<file path="src/rtl/axis_insert_header_pkg.sv">
// Shared types and helpers for the AXI-Stream header inserter.
// Byte ordering throughout: byte 0 lives in [31:24] and is sent first.
package axis_insert_header_pkg;

   localparam int unsigned BYTES = 4;

   typedef enum logic [1:0] {
      IDLE  = 2'd0,
      DATA  = 2'd1,
      FLUSH = 2'd2
   } state_e;

   // Number of set bits in a contiguous keep (works for left- or right-aligned).
   function automatic logic [2:0] keep_to_count(input logic [BYTES-1:0] keep);
      logic [2:0] n;
      n = '0;
      for (int unsigned i = 0; i < BYTES; i++) begin
         n = n + {2'b00, keep[i]};
      end
      return n;
   endfunction

   // Left-aligned keep for a byte count of 0..4.
   function automatic logic [BYTES-1:0] count_to_left_keep(input logic [2:0] cnt);
      logic [BYTES-1:0] k;
      case (cnt)
         3'd0:    k = 4'b0000;
         3'd1:    k = 4'b1000;
         3'd2:    k = 4'b1100;
         3'd3:    k = 4'b1110;
         default: k = 4'b1111;
      endcase
      return k;
   endfunction

   // Expand a per-byte keep into a per-bit data mask.
   function automatic logic [8*BYTES-1:0] keep_to_mask(input logic [BYTES-1:0] keep);
      logic [8*BYTES-1:0] m;
      m = '0;
      for (int unsigned i = 0; i < BYTES; i++) begin
         m[8*i +: 8] = {8{keep[i]}};
      end
      return m;
   endfunction

endpackage

</file>
<file path="src/rtl/axis_insert_header_byte_packer.sv">
// Combinational byte packer: appends the valid bytes of an input beat
// behind a left-aligned residual and splits the result into one output
// beat (first 4 bytes) and a new left-aligned residual.
module axis_byte_packer
   import axis_insert_header_pkg::*;
(
   input  logic [31:0] res,
   input  logic [2:0]  res_cnt,
   input  logic [31:0] data_in,
   input  logic [3:0]  keep_in,
   output logic [31:0] out_data,
   output logic [3:0]  out_keep,
   output logic [2:0]  out_cnt,
   output logic [31:0] rest_data,
   output logic [2:0]  rest_cnt,
   output logic [3:0]  total_cnt
);

   logic [31:0] masked_in;
   logic [63:0] joined;
   logic [5:0]  shamt;
   logic [2:0]  in_cnt;
   logic [3:0]  rest_wide;

   // Concatenate residual and masked input, then split into beat + remainder.
   always_comb begin
      in_cnt    = keep_to_count(keep_in);
      masked_in = data_in & keep_to_mask(keep_in);
      shamt     = {res_cnt, 3'b000};
      joined    = {res, 32'h0} | ({masked_in, 32'h0} >> shamt);
      total_cnt = {1'b0, res_cnt} + {1'b0, in_cnt};
      rest_wide = total_cnt - 4'd4;
      if (total_cnt > 4'd4) begin
         out_cnt  = 3'd4;
         rest_cnt = rest_wide[2:0];
      end else begin
         out_cnt  = total_cnt[2:0];
         rest_cnt = 3'd0;
      end
      out_keep  = count_to_left_keep(out_cnt);
      out_data  = joined[63:32] & keep_to_mask(out_keep);
      rest_data = joined[31:0];
   end

endmodule

</file>
<file path="src/rtl/axis_insert_header.sv">
// AXI-Stream header inserter: prepends 1-4 header bytes to the next packet,
// producing a byte-packed MSB-first 32-bit stream through one register stage.
// Optional simulation checks: define AXIS_INSERT_HEADER_ASSERT_EN.
module axis_insert_header
   import axis_insert_header_pkg::*;
(
   input  logic        clk,
   input  logic        rstn,
   input  logic        valid_in,
   output logic        ready_in,
   input  logic [31:0] data_in,
   input  logic [3:0]  keep_in,
   input  logic        last_in,
   input  logic        valid_insert,
   output logic        ready_insert,
   input  logic [31:0] data_insert,
   input  logic [3:0]  keep_insert,
   input  logic [1:0]  byte_insert_cnt,
   output logic        valid_out,
   input  logic        ready_out,
   output logic [31:0] data_out,
   output logic [3:0]  keep_out,
   output logic        last_out
);

   state_e      state_q, state_d;
   logic [31:0] data_out_q, data_out_d;
   logic [3:0]  keep_out_q, keep_out_d;
   logic        last_out_q, last_out_d;
   logic        valid_out_q, valid_out_d;
   logic [31:0] res_q, res_d;
   logic [2:0]  resn_q, resn_d;

   logic        can_load;
   logic        in_fire;
   logic        ins_fire;
   logic [2:0]  hdr_cnt;
   logic [5:0]  hdr_shift;

   logic [31:0] pk_out_data;
   logic [3:0]  pk_out_keep;
   logic [2:0]  pk_out_cnt;
   logic [31:0] pk_rest_data;
   logic [2:0]  pk_rest_cnt;
   logic [3:0]  pk_total;

   axis_byte_packer u_packer (
      .res       (res_q),
      .res_cnt   (resn_q),
      .data_in   (data_in),
      .keep_in   (keep_in),
      .out_data  (pk_out_data),
      .out_keep  (pk_out_keep),
      .out_cnt   (pk_out_cnt),
      .rest_data (pk_rest_data),
      .rest_cnt  (pk_rest_cnt),
      .total_cnt (pk_total)
   );

   assign can_load  = !valid_out_q || ready_out;
   assign in_fire   = valid_in && ready_in;
   assign ins_fire  = valid_insert && ready_insert;
   // byte_insert_cnt and keep_insert agree for legal headers; the count sets
   // the alignment shift, keep masks off any stray upper bytes.
   assign hdr_cnt   = {1'b0, byte_insert_cnt} + 3'd1;
   assign hdr_shift = {3'd4 - hdr_cnt, 3'b000};

   assign valid_out = valid_out_q;
   assign data_out  = data_out_q;
   assign keep_out  = keep_out_q;
   assign last_out  = last_out_q;

   // State register.
   always_ff @(posedge clk) begin
      if (rstn) state_q <= IDLE;
      else      state_q <= state_d;
   end

   // Next-state logic. The packet's final beat may still sit in the output
   // register when IDLE is entered; ready_in stays gated by that register.
   always_comb begin
      state_d = state_q;
      unique case (state_q)
         IDLE:  if (ins_fire) state_d = DATA;
         DATA:  if (in_fire && last_in) state_d = (pk_total > 4'd4) ? FLUSH : IDLE;
         FLUSH: if (can_load) state_d = IDLE;
         default: state_d = IDLE;
      endcase
   end

   // Handshake outputs.
   always_comb begin
      ready_insert = (state_q == IDLE) && !rstn;
      ready_in     = (state_q == DATA) && can_load && !rstn;
   end

   // Datapath next values: output beat register and residual bytes.
   always_comb begin
      data_out_d  = data_out_q;
      keep_out_d  = keep_out_q;
      last_out_d  = last_out_q;
      valid_out_d = valid_out_q && !ready_out;
      res_d       = res_q;
      resn_d      = resn_q;
      unique case (state_q)
         IDLE: begin
            if (ins_fire) begin
               res_d  = (data_insert & keep_to_mask(keep_insert)) << hdr_shift;
               resn_d = hdr_cnt;
            end
         end
         DATA: begin
            if (in_fire) begin
               data_out_d  = pk_out_data;
               keep_out_d  = pk_out_keep;
               last_out_d  = last_in && (pk_total <= 4'd4);
               valid_out_d = 1'b1;
               res_d       = pk_rest_data;
               resn_d      = pk_rest_cnt;
            end
         end
         FLUSH: begin
            if (can_load) begin
               data_out_d  = res_q & keep_to_mask(count_to_left_keep(resn_q));
               keep_out_d  = count_to_left_keep(resn_q);
               last_out_d  = 1'b1;
               valid_out_d = 1'b1;
               res_d       = '0;
               resn_d      = '0;
            end
         end
         default: ;
      endcase
   end

   // Datapath registers.
   always_ff @(posedge clk) begin
      if (rstn) begin
         data_out_q  <= '0;
         keep_out_q  <= '0;
         last_out_q  <= 1'b0;
         valid_out_q <= 1'b0;
         res_q       <= '0;
         resn_q      <= '0;
      end else begin
         data_out_q  <= data_out_d;
         keep_out_q  <= keep_out_d;
         last_out_q  <= last_out_d;
         valid_out_q <= valid_out_d;
         res_q       <= res_d;
         resn_q      <= resn_d;
      end
   end

`ifdef AXIS_INSERT_HEADER_ASSERT_EN
   a_insert_keep: assert property (@(posedge clk) disable iff (rstn)
      (valid_insert && ready_insert) |->
         ((keep_insert inside {4'b0001, 4'b0011, 4'b0111, 4'b1111}) &&
          (keep_to_count(keep_insert) == hdr_cnt)));

   a_in_keep: assert property (@(posedge clk) disable iff (rstn)
      (valid_in && ready_in) |->
         ((keep_in inside {4'b1000, 4'b1100, 4'b1110, 4'b1111}) &&
          (last_in || keep_in == 4'b1111)));

   a_out_stable: assert property (@(posedge clk) disable iff (rstn)
      (valid_out && !ready_out) |=>
         (valid_out && $stable(data_out) && $stable(keep_out) && $stable(last_out)));
`endif

endmodule

</file>
<file path="config.mk">
export PLATFORM = sky130hd
export DESIGN_NAME = axis_insert_header
export DESIGN_NICKNAME = d
export VERILOG_FILES = /design/src/rtl/axis_insert_header_pkg.sv /design/src/rtl/axis_insert_header_byte_packer.sv /design/src/rtl/axis_insert_header.sv
export SDC_FILE = /design/constraint.sdc
export NUM_CORES = 1
export LEC_CHECK = 0
export BUFFER_PORTS_ARGS = -buffer_cell sky130_fd_sc_hd__clkbuf_2
export CAP_MARGIN = 10
export CORE_MARGIN = 8
export CORE_UTILIZATION = 45
export DETAILED_ROUTE_END_ITERATION = 10
export MAX_ROUTING_LAYER = met4
export PLACE_DENSITY = 0.69
export SLEW_MARGIN = 20
export SYNTH_ARGS = -nofsm -noshare
export SYNTH_HDL_FRONTEND = slang
export SYNTH_SLANG_ARGS = --single-unit
</file>
<file path="constraint.sdc">
create_clock -name clk -period 4.15 [get_ports clk]
set_clock_uncertainty 0.2 [all_clocks]
set_input_delay 0.83 -clock clk [delete_from_list [all_inputs] [get_ports clk]]
set_output_delay 0.83 -clock clk [all_outputs]
set_load 0.03 [all_outputs]
</file>
==> metrics.yaml <==
cts_made_buffers: 9
vias: 6855
grt_overflow: 0
crit_type: "primary input to flop"
die_y_um: 132
fin_hold_ws_ps: 269
path_clk_slew_ps: 60
synth_edf_count: 0
clkLatencyLatePin_ps: 340
fin_tns_setup_ps: 0
clkSinkCount: 75
syn_nets: 850
dpl.cell_count: 986
cp_max_fo: 8
drt-wirelength-per-cell_um: 24.9
netlist_instances: 758
rsz0062_at_grt: "false"
ys_ff_latch: 75
synth_cell_types: 68
cts_root_buffer: "clkbuf_16"
cts_resized: 0
drt_wl_total_um: 25000
grt_max_degree: 75
fp-row-count: 42
ant_nets: 0
io_buffers: 119
hold_violations: 0
finalCritPeriodShare_pct: 92.0
cp-end-kind: "flop"
crit_start: "keep_in[0]"
viasPerCell: 6.83
syn_avg_cell_area_um2: 7.95
max_slew_margin_pct: 20.9
die_x_um: 132
start_util_pct: 45.8
hold_path_startpoint: "keep_out[0]$_SDFFE_PP0P_"
worstPathRequired_ps: 4230
leakage_nw: 2.51
drt_pass1_iterations: 6
critPathArrivalTime_ps: 3890
synth.cell_area_um2: 6020
p_per_area_nw_per_um2: 652
ir_drop_v: 0.000268
fp.coreArea_um2: 13100
outcome: "completed"
min_period_ps: 3820
cts_hold_buf: 0
multi_input_area_um2: 4070
maxCapViolCount: 0
grt_pass1_wl_um: 38000
area_delta_synth_final_pct: 15.3
tightest_slew_ps: 1180
nets: 913
globalplace.congestion: 1.03
post_cts_buffers: 0
setup_violations: 0
die-area_um2: 17300
ff_latch_area_um2: 1500
io_pins: 120
hold_path_class: "flop to flop"
drc: 0
fin_cells: 1003
dp_hpwl_um: 19000
yosys_warnings: 0
grt_antenna_before_repair: 1
tritoncts: "done"
cts-htree-levels: 3
max_freq_mhz: 262
synthFlopType: "dfxtp_1"
yosysSeqAreaShare_pct: 24.9
reg2reg_from: "state_q[0]$_SDFFE_PP0P_"
grt_usage_pct: 28.3
start_kind: "primary input"
grt_pass1_vias: 6645
drive_gt1_share_pct: 22.8
async_flop_share_pct: 0
fillers: 1291
clock_path_buffers: 2
drt_iter0_drc: 691
slew_violations: 0
## cells by family (layout without fill, tap and decap cells)
kind of cell | count (synthesis) | count (layout) | share of synthesized area (%)
buffers and inverters | 98 | 166 | 7.58
adders and majority gates | 12 | 12 | 2.74
other | 0 | 1 | 0
and+or+nand+nor | 266 | 266 | 24.9
muxes | 8 | 8 | 2.99
AOI/OAI and AO/OA | 297 | 297 | 36.5
xor gates and xnor gates | 2 | 2 | 0.416
DFF | 75 | 75 | 24.9
## Yosys cell counts (10+ instances only)
master / number / area share (%)
dfxtp_1: 75 / 25
ha_1: 10 / 2.1
a211oi_1: 18 / 2.2
a21oi_1: 39 / 3.2
a22oi_1: 21 / 2.6
and2_1: 34 / 3.5
inv_1: 12 / 0.75
o211ai_1: 21 / 2.6
a311oi_1: 26 / 3.8
a221o_1: 16 / 2.7
nand3_1: 49 / 4.1
nand2b_1: 16 / 1.7
a31oi_1: 46 / 4.8
nand3b_1: 17 / 2.1
buf_2: 37 / 3.1
nand2_1: 80 / 5.0
clkbuf_1: 32 / 2.0
o21ai_0: 41 / 3.4
## through the flow
stage                     total power [W]  setup WS [ps]  utilization, %  area [um2]
after CTS                         0.00447            377            52.8        6940
after floorplan                   0.00291            195               -        6020
after global routing              0.00474            222            52.9        6940
after global placement            0.00351            158            50.2        6600
after detailed placement          0.00356          0.717            50.2        6600
final                             0.00453            331            52.9        6940
## metal layers
layer,global-route usage [%],share of wire (%)
met2,45.5,47
met5,-,0
met3,5.98,8.6
met4,14.7,5.1
met1,32.9,39
## worst max-delay path, cell delays in order
cell,delay (ps)
clkbuf_2,110
ha_1,270
inv_1,40
fa_1,470
inv_1,50
ha_1,210
fa_1,680
nor4_1,120
nor4_2,720
a31oi_1,230
o2bb2ai_1,160
## worst paths after layout
path | endpoint | slack (ps) | cells past startpoint
min reg2reg | keep_out[0]$_SDFFE_PP0P_ | 270 | 2
min | keep_out[0]$_SDFFE_PP0P_ | 270 | 2
max reg2reg | res_q[13]$_SDFFE_PP0P_ | 1100 | 7
max | data_out[18]$_SDFFE_PP0P_ | 330 | 11
## state kept, by name, indices dropped and copies added (netlist names)
register / cells
keep_out: 4
data_out: 32
state_q: 2
valid_out: 1
resn_q: 3
res_q: 32
last_out: 1
## power breakdown
| part | switching, W | total [W] | internal, W |
|---|---|---|---|
| Clock | 0.000316 | 0.000905 | 0.000589 |
| Combinational | 0.00165 | 0.00254 | 0.000892 |
| Sequential | 0.000157 | 0.00109 | 0.000928 |
| Total | 0.00212 | 0.00453 | 0.00241 |
## area by class of cell
type	instances	share of cell area, %
inverter	13	0.703
clock inverter	6	1.60
multi-input combinational	585	58.7
timing repair buffer	137	10.9
antenna	1	0.0360
tap	176	3.17
clock buffer	10	3.30
sequential	75	21.6
## layout by cell type (no fill, tap or decap), drive strengths merged, types with 8 or more instances in the layout
cell | Yosys | final
a221oi | 9 | 9
a2bb2oi | 8 | 8
and4b | 8 | 8
inv | 12 | 13
a211oi | 19 | 19
a32oi | 9 | 9
clkbuf | 33 | 129
mux4 | 8 | 8
nand4 | 8 | 8
a22oi | 21 | 21
o21ai | 46 | 46
a221o | 16 | 16
nor2b | 9 | 9
and2 | 34 | 34
a21oi | 40 | 40
nand2b | 16 | 16
a311oi | 26 | 26
nand2 | 80 | 80
ha | 10 | 10
nor2 | 10 | 10
nand4b | 9 | 9
a31oi | 46 | 46
buf | 52 | 18
o2bb2ai | 8 | 8
nand3b | 17 | 17
o22ai | 8 | 8
dfxtp | 75 | 75
nand3 | 49 | 49
o211ai | 21 | 21
(Power assumes the default switching activity.)
